==> src/rtl/conv_encoder_framer_if.sv <==
// Bit-in / symbol-out handshake bundle for the convolutional encoder framer.
// The slave modport is the encoder side; master is the bit source / symbol sink.
interface conv_encoder_framer_if;
    logic       in_valid;
    logic       in_data;
    logic       in_ready;
    logic       out_valid;
    logic [1:0] out_sym;
    logic       out_sof;
    logic       out_eof;

    modport slave (
        input  in_valid, in_data,
        output in_ready, out_valid, out_sym, out_sof, out_eof
    );

    modport master (
        output in_valid, in_data,
        input  in_ready, out_valid, out_sym, out_sof, out_eof
    );
endinterface

==> src/rtl/conv_encoder_framer.sv <==
// Rate-1/2, K=3 convolutional encoder with zero-tail frame termination.
// Emits one registered symbol per accepted bit plus two flush symbols per frame.
module conv_encoder_framer #(
    parameter int unsigned FRAME_LEN = 16,
    parameter logic [2:0]  G0        = 3'b111,
    parameter logic [2:0]  G1        = 3'b101
) (
    input  logic                 clk,
    input  logic                 rst,
    conv_encoder_framer_if.slave bus,
    output logic [15:0]          frame_ct
);
    typedef enum logic [1:0] {IDLE, DATA, TAIL} state_t;

    localparam logic [15:0] FLEN = 16'(FRAME_LEN);

    state_t      state_q, state_d;
    logic [1:0]  s_q, s_d;
    logic [15:0] bit_ct_q, bit_ct_d;
    logic        tail_q, tail_d;
    logic [15:0] frame_ct_q, frame_ct_d;
    logic        out_valid_q, out_valid_d;
    logic [1:0]  out_sym_q, out_sym_d;
    logic        out_sof_q, out_sof_d;
    logic        out_eof_q, out_eof_d;

    logic        rdy;
    logic        xfer;
    logic        step;
    logic        d_bit;
    logic [2:0]  win;

    // Handshake and encode-step qualifiers; the tail flushes zeros unconditionally.
    assign rdy   = (state_q != TAIL);
    assign xfer  = bus.in_valid && rdy;
    assign step  = (state_q == TAIL) || xfer;
    assign d_bit = (state_q == TAIL) ? 1'b0 : bus.in_data;
    assign win   = {d_bit, s_q};

    // State and output registers; reset abandons any partial frame.
    always_ff @(posedge clk or negedge rst) begin
        if (!rst) begin
            state_q     <= IDLE;
            s_q         <= 2'b00;
            bit_ct_q    <= 16'd0;
            tail_q      <= 1'b0;
            frame_ct_q  <= 16'd0;
            out_valid_q <= 1'b0;
            out_sym_q   <= 2'b00;
            out_sof_q   <= 1'b0;
            out_eof_q   <= 1'b0;
        end else begin
            state_q     <= state_d;
            s_q         <= s_d;
            bit_ct_q    <= bit_ct_d;
            tail_q      <= tail_d;
            frame_ct_q  <= frame_ct_d;
            out_valid_q <= out_valid_d;
            out_sym_q   <= out_sym_d;
            out_sof_q   <= out_sof_d;
            out_eof_q   <= out_eof_d;
        end
    end

    // Next state: shift register, bit count, tail phase and frame count.
    always_comb begin
        state_d    = state_q;
        s_d        = s_q;
        bit_ct_d   = bit_ct_q;
        tail_d     = tail_q;
        frame_ct_d = frame_ct_q;
        unique case (state_q)
            IDLE: begin
                if (xfer) begin
                    s_d      = {d_bit, 1'b0};
                    bit_ct_d = 16'd1;
                    tail_d   = 1'b0;
                    state_d  = (FLEN == 16'd1) ? TAIL : DATA;
                end
            end
            DATA: begin
                if (xfer) begin
                    s_d      = {d_bit, s_q[1]};
                    bit_ct_d = bit_ct_q + 16'd1;
                    if (bit_ct_q + 16'd1 == FLEN) begin
                        tail_d  = 1'b0;
                        state_d = TAIL;
                    end
                end
            end
            TAIL: begin
                s_d = {1'b0, s_q[1]};
                if (!tail_q) begin
                    tail_d = 1'b1;
                end else begin
                    tail_d     = 1'b0;
                    s_d        = 2'b00;
                    bit_ct_d   = 16'd0;
                    frame_ct_d = frame_ct_q + 16'd1;
                    state_d    = IDLE;
                end
            end
            default: state_d = IDLE;
        endcase
    end

    // Next registered outputs: parity symbol and frame markers.
    always_comb begin
        out_valid_d = step;
        out_sym_d   = 2'b00;
        if (step) begin
            out_sym_d = {^(win & G0), ^(win & G1)};
        end
        out_sof_d = xfer && (state_q == IDLE);
        out_eof_d = (state_q == TAIL) && tail_q;
    end

    assign bus.in_ready  = rdy;
    assign bus.out_valid = out_valid_q;
    assign bus.out_sym   = out_sym_q;
    assign bus.out_sof   = out_sof_q;
    assign bus.out_eof   = out_eof_q;
    assign frame_ct      = frame_ct_q;
endmodule

==> src/flat_wrapper.sv <==
// flat-port wrapper written by rule: the top's interface ports become plain ports
module conv_encoder_framer_flat 
#(
    parameter int unsigned FRAME_LEN = 16,
    parameter logic [2:0]  G0        = 3'b111,
    parameter logic [2:0]  G1        = 3'b101
)
  (clk, rst, frame_ct, bus_in_valid, bus_in_data, bus_in_ready, bus_out_valid, bus_out_sym, bus_out_sof, bus_out_eof);
  conv_encoder_framer_if bus_i ();
  input  logic clk;
  input  logic rst;
  output logic [15:0] frame_ct;
  input wire logic [$bits(bus_i.in_valid)-1:0] bus_in_valid;
  input wire logic [$bits(bus_i.in_data)-1:0] bus_in_data;
  output wire logic [$bits(bus_i.in_ready)-1:0] bus_in_ready;
  output wire logic [$bits(bus_i.out_valid)-1:0] bus_out_valid;
  output wire logic [$bits(bus_i.out_sym)-1:0] bus_out_sym;
  output wire logic [$bits(bus_i.out_sof)-1:0] bus_out_sof;
  output wire logic [$bits(bus_i.out_eof)-1:0] bus_out_eof;
  assign bus_i.in_valid = bus_in_valid;
  assign bus_i.in_data = bus_in_data;
  assign bus_in_ready = bus_i.in_ready;
  assign bus_out_valid = bus_i.out_valid;
  assign bus_out_sym = bus_i.out_sym;
  assign bus_out_sof = bus_i.out_sof;
  assign bus_out_eof = bus_i.out_eof;
  conv_encoder_framer #(.FRAME_LEN(FRAME_LEN), .G0(G0), .G1(G1)) u_core (.clk(clk), .rst(rst), .bus(bus_i), .frame_ct(frame_ct));
endmodule
==> config.mk <==
export PLATFORM = sky130hd
export DESIGN_NAME = conv_encoder_framer_flat
export DESIGN_NICKNAME = d
export VERILOG_FILES = /design/src/rtl/conv_encoder_framer_if.sv /design/src/rtl/conv_encoder_framer.sv /design/src/flat_wrapper.sv
export SDC_FILE = /design/constraint.sdc
export NUM_CORES = 1
export LEC_CHECK = 0
export CAP_MARGIN = 20
export CORE_UTILIZATION = 40
export CTS_CLUSTER_DIAMETER = 150
export DETAILED_ROUTE_END_ITERATION = 12
export MAX_ROUTING_LAYER = met4
export PLACE_DENSITY = 0.68
export SLEW_MARGIN = 20
export SYNTH_ARGS = -nofsm -noshare
export SYNTH_HDL_FRONTEND = slang
export SYNTH_SLANG_ARGS = --single-unit
==> constraint.sdc <==
create_clock -name clk -period 5.8 [get_ports clk]
set_clock_uncertainty 0.2 [all_clocks]
set_input_delay 1.45 -clock clk [delete_from_list [all_inputs] [get_ports clk]]
set_output_delay 1.45 -clock clk [all_outputs]
set_load 0.05 [all_outputs]
After elaboration in Yosys (flattened, before gate mapping)
Cells that the tools add are included.
{"block": "word_totals", "input_bits": 4, "regBits": 42, "word_cells": 52}
{"block": "op_classes", "add_sub_neg": 2, "reduce_logical": 13, "n_eq_ne": 8, "mux": 20}
{"operator": "$mux W16", "n": 3}
{"operator": "$pmux W16 S3", "n": 1}
{"operator": "$add A16 B1 Y16 const B", "n": 2}
{"operator": "$eq A16 B5 Y1 const B", "n": 1}
{"operator": "$mux W2", "n": 7}
{"operator": "$pmux W2 S3", "n": 2}
{"operator": "$reduce_and A4 Y1", "n": 3}
{"operator": "$ne A2 B1 Y1 const B", "n": 4}
{"operator": "$mux W1", "n": 6}
{"operator": "$reduce_xor A3 Y1", "n": 2}
{"operator": "$logic_and A1 B1 Y1", "n": 3}
{"operator": "$pmux W1 S3", "n": 1}
{"operator": "$reduce_and A3 Y1", "n": 1}
{"operator": "$reduce_bool A3 Y1", "n": 1}
{"operator": "$eq A2 B1 Y1 const B", "n": 1}
{"operator": "$eq A2 B2 Y1 const B", "n": 1}
{"operator": "$logic_not A2 Y1", "n": 1}
{"operator": "$ne A2 B2 Y1 const B", "n": 1}
{"operator": "$reduce_and A2 Y1", "n": 1}
{"operator": "$logic_or A1 B1 Y1", "n": 1}

Longest topological paths before layout
{"block": "logic_depth", "ltp_word": 5, "depth_mapped": 9, "depth_no_buf": 8}

Worst setup path after synthesis
Ideal clock, no wire load.
{"block": "synth_path", "kind": "input port to flip-flop", "start": "input port bus_in_valid", "end": "register u_core.bit_ct_q[11]", "t_arrival_ns": 2.583, "setup_time_ns": 0.133, "cell_stages": 7, "path_slack_ns": 2.884, "cell_sequence": "nor2b_1 > a21oi_1 > or2_2 > clkbuf_1 > clkbuf_1 > o21ai_0 > o31ai_1"}
{"block": "synth_via", "elab_chain_len": 3, "word_cells_on_any_way": 4}
{"item": "start: declaration", "line_no": "flat_wrapper.sv:13", "rtl": "input wire logic [$bits(bus_i.in_valid)-1:0] bus_in_valid;"}
{"item": "$logic_and A1 B1 Y1 (*)", "line_no": "conv_encoder_framer.sv:35", "rtl": "assign xfer = bus.in_valid && rdy;"}
{"item": "$ne A2 B1 Y1 (no source line)"}
{"item": "$reduce_and A4 Y1 (no source line) (*)"}
{"item": "end signal: assignment", "line_no": "conv_encoder_framer.sv:55", "rtl": "bit_ct_q <= bit_ct_d;"}
{"item": "end: declaration", "line_no": "conv_encoder_framer.sv:19", "rtl": "logic [15:0] bit_ct_q, bit_ct_d;"}
Every way passes the cells marked *; elsewhere a longest branch is shown, timed or not.
A chain may end at the register's enable or synchronous reset.

Worst setup path in the final report
{"block": "layout_path", "start": "register u_core.state_q[0]", "end": "output port bus_in_ready"}
{"block": "layout_via", "elab_chain_len": 1}
{"item": "start: declaration", "line_no": "conv_encoder_framer.sv:17", "rtl": "state_t state_q, state_d;"}
{"item": "start signal: assignment", "line_no": "conv_encoder_framer.sv:53", "rtl": "state_q <= state_d;"}
{"item": "$ne A2 B2 Y1", "line_no": "conv_encoder_framer.sv:34", "rtl": "assign rdy = (state_q != TAIL);"}
{"item": "end: declaration", "line_no": "flat_wrapper.sv:15", "rtl": "output wire logic [$bits(bus_i.in_ready)-1:0] bus_in_ready;"}
No other way between the ends.

==> impl_metrics.env <==
export IMPL_area_delta_synth_final_pct=17.2
export IMPL_num_rows=27
export IMPL_dr_total_vias=1798
export IMPL_synth_cell_type_count=39
export IMPL_cts_tree="built"
export IMPL_synth_nets=255
export IMPL_fin_tns_setup_ns=0
export IMPL_die_h_um=77.5
export IMPL_post_route_min_period_ns=3.72
export IMPL_syn_area_sq_mm=0.00228
export IMPL_first_pass_iters=4
export IMPL_clkTransAtPathRegs_ns=0.09
export IMPL_peakVddDrop_mv=0.153
export IMPL_synth_top_cell_by_area="dfrtp_1"
export IMPL_core_area_sq_mm=0.00551
export IMPL_grt_use_met1_pct=22.9
export IMPL_cts_htree_levels=2
export IMPL_hp_start="u_core.frame_ct[15]"
export IMPL_synthTopCellsByArea="dfrtp_1 46%, o21ai_0 5.5%, nand2_1 5.3%, xnor2_1 4.6%, ha_1 3.3%"
export IMPL_cts_root_buf="clkbuf_8"
export IMPL_diodes=0
export IMPL_cp_arrival_ns=2.07
export IMPL_postCtsSetupBuffers=0
export IMPL_syn_area_per_cell_sq_um=9.30
export IMPL_min_path_cells=1
export IMPL_num_io_pins=26
export IMPL_dp_hpwl_mm=3.12
export IMPL_ys_flop_type="dfrtp_1"
export IMPL_die_x_um=77.5
export IMPL_p_leak_nw=1.14
export IMPL_yosysWarnings=0
export IMPL_routed_wl_mm=4.42
export IMPL_crit_type="reg2out"
export IMPL_max_freq_mhz=269
export IMPL_required_ns=4.15
export IMPL_synthArstFlopShare_pct=100
export IMPL_globalRouteMet2Util_pct=26.2
export IMPL_status="finished clean"
export IMPL_synth_seq_cells=42
export IMPL_synth_top_cell_area_share_pct=46.1
export IMPL_maxCapViolations=0
export IMPL_hold_buffers=0
export IMPL_setup_viol_count_final=0
export IMPL_path_max_fanout=6
export IMPL_grt_overflow=0
export IMPL_hold_end="u_core.frame_ct[15]"
export IMPL_start_util_pct=41.4
export IMPL_r2r_slack_ns=3.21
export IMPL_rr_startpoint="u_core.state_q[0]"
export IMPL_drt_iter0_drc=64
export IMPL_r2r_cells=7
export IMPL_synth_edf_count=0
export IMPL_clock_sinks=42
export IMPL_routedWlPerCell_um=13.0
export IMPL_clockBufferDepth=2
export IMPL_r2r_end="u_core.bit_ct_q[11]"
export IMPL_worst_slew_pin_transition_ns=0.937
export IMPL_port_buffers=25
export IMPL_grt_busiest_layer="met2"
export IMPL_start_kind="flip-flop"
export IMPL_hold_violations=0
export IMPL_timing_hold_ws_ns=0.275
export IMPL_drive_gt1_share_pct=7.46
export IMPL_insertion_delay_ns=0.30
export IMPL_via_per_inst=5.29
export IMPL_antenna_found_initial=0
export IMPL_powerDensity_mw_per_mm2=260
export IMPL_fin_crit_sh_pct=64.2
export IMPL_endpoint_kind="output pin"
export IMPL_die_area_sq_mm=0.00601
export IMPL_grt_pass1_vias=1761
export IMPL_ctsResizeCount=0
export IMPL_gp_congestion=0.770
export IMPL_slew_headroom_pct=37.6
export IMPL_seq_area_frac_synth_pct=46.1
export IMPL_slew_viol_final=0
export IMPL_antenna_left=0
export IMPL_cts_made_buffers=5
export IMPL_grt_pass1_wl_mm=8.12
export IMPL_gr_usage_met3_pct=4.24
export IMPL_grt_max_degree=43
export IMPL_grt_total_usage_pct=17.5
export IMPL_grt_setup_unrepaired="false"
export IMPL_hold_path_class="reg2reg"
export IMPL_drc_errors=0
export IMPL_synthCells=245
export IMPL_final_nets=277
synthesized netlist by cell type (all sizes together), types with 6 or more instances:
| library cell | instances |
|---|---|
| a21oi | 6 |
| and3 | 9 |
| clkbuf | 10 |
| dfrtp | 42 |
| ha | 6 |
| inv | 7 |
| nand2 | 32 |
| nand3 | 14 |
| nor2 | 20 |
| o21ai | 25 |
| xnor2 | 12 |
| xor2 | 7 |
per-stage QoR:
stage / worst slack, ns / power, mW / cell area (sq um) / cells / utilization [%]
2_1_floorplan: 2.88 / 0.458 / 2280 / 245 / -
3_3_place_gp: 2.09 / 0.499 / 2580 / 332 / 46.8
3_5_place_dp: 2.01 / 0.504 / 2580 / 332 / 46.8
4_1_cts: 2.08 / 0.703 / 2670 / 340 / 48.5
5_1_grt: 1.97 / 0.742 / 2670 / 340 / 48.5
6_report: 2.08 / 0.694 / 2670 / 340 / 48.5
power breakdown:
part / switching [mW] / internal, mW / leakage (nW)
clock network: 0.109 / 0.0868 / 0.0447
logic: 0.107 / 0.0560 / 0.519
registers: 0.0228 / 0.312 / 0.574
total: 0.239 / 0.455 / 1.14
cell type report:
type | instances | area, sq um
Inverter | 7 | 26.3
Clock buffer | 5 | 68.8
Timing Repair Buffer | 25 | 245
Sequential cell | 42 | 1050
Tap cell | 72 | 90.1
Multi-Input combinational cell | 186 | 1160
Fill cell | 516 | 2840
Clock inverter | 3 | 25.0
layer usage:
layer	up-vias	wire length, um
met5	-	0
met4	0	76
met2	30	2010
li1	908	-
met1	854	2190
met3	6	145
state kept, by name (all words and copies together) (netlist names):
register	cells
u_core.bit_ct_q	16
u_core.bus.out_sym	2
u_core.bus.out_eof	1
u_core.tail_q	1
u_core.bus.out_sof	1
u_core.state_q	2
u_core.s_q	2
u_core.frame_ct	16
u_core.bus.out_valid	1
worst max-delay path, stage by stage (launching register included):
cell and delay [ns]:
dfrtp_1 0.42, inv_1 0.11, ha_1 0.27, inv_1 0.15, clkdlybuf4s50_1 0.82
worst max path at each step:
| stage | start | end |
|---|---|---|
| 2_1_floorplan | bus_in_valid | u_core.bit_ct_q[11] |
| 3_3_place_gp | bus_in_valid | u_core.bit_ct_q[11] |
| 3_5_place_dp | bus_in_valid | u_core.bit_ct_q[11] |
| 4_1_cts | u_core.state_q[0] | bus_in_ready |
| 5_1_grt | u_core.state_q[0] | bus_in_ready |
| 6_report | u_core.state_q[0] | bus_in_ready |
placed cells by master, fill, tap and decap left out, types with 2 or more instances in the layout:
cell             count
a211o_1              2
a211oi_1             2
a21oi_1              6
a22o_1               2
a31oi_1              2
and3_1               9
clkbuf_8             5
clkdlybuf4s50_1     24
dfrtp_1             42
ha_1                 6
inv_1                7
mux2_2               4
mux2i_1              4
nand2_1             32
nand2b_1             3
nand3_1             14
nand4_1              2
nand4b_1             2
nor2_1              20
nor2b_1              4
nor3_1               3
nor4_1               4
o21ai_0             25
o31ai_1              5
or2_2                3
xnor2_1             12
xor2_1               7
kinds of logic after synthesis:
| kind of cell | Yosys count | synth area share, % |
|---|---|---|
| XOR/XNOR | 19 | 7.30 |
| AO/OA/AOI/OAI | 51 | 14.2 |
| multiplexers | 8 | 3.73 |
| flip-flops | 42 | 46.1 |
| adder cells (fa/ha/maj) | 6 | 3.29 |
| AND/OR/NAND/NOR | 102 | 22.6 |
| buffers and inverters | 17 | 2.80 |
Power figures use the tool's default switching activity.
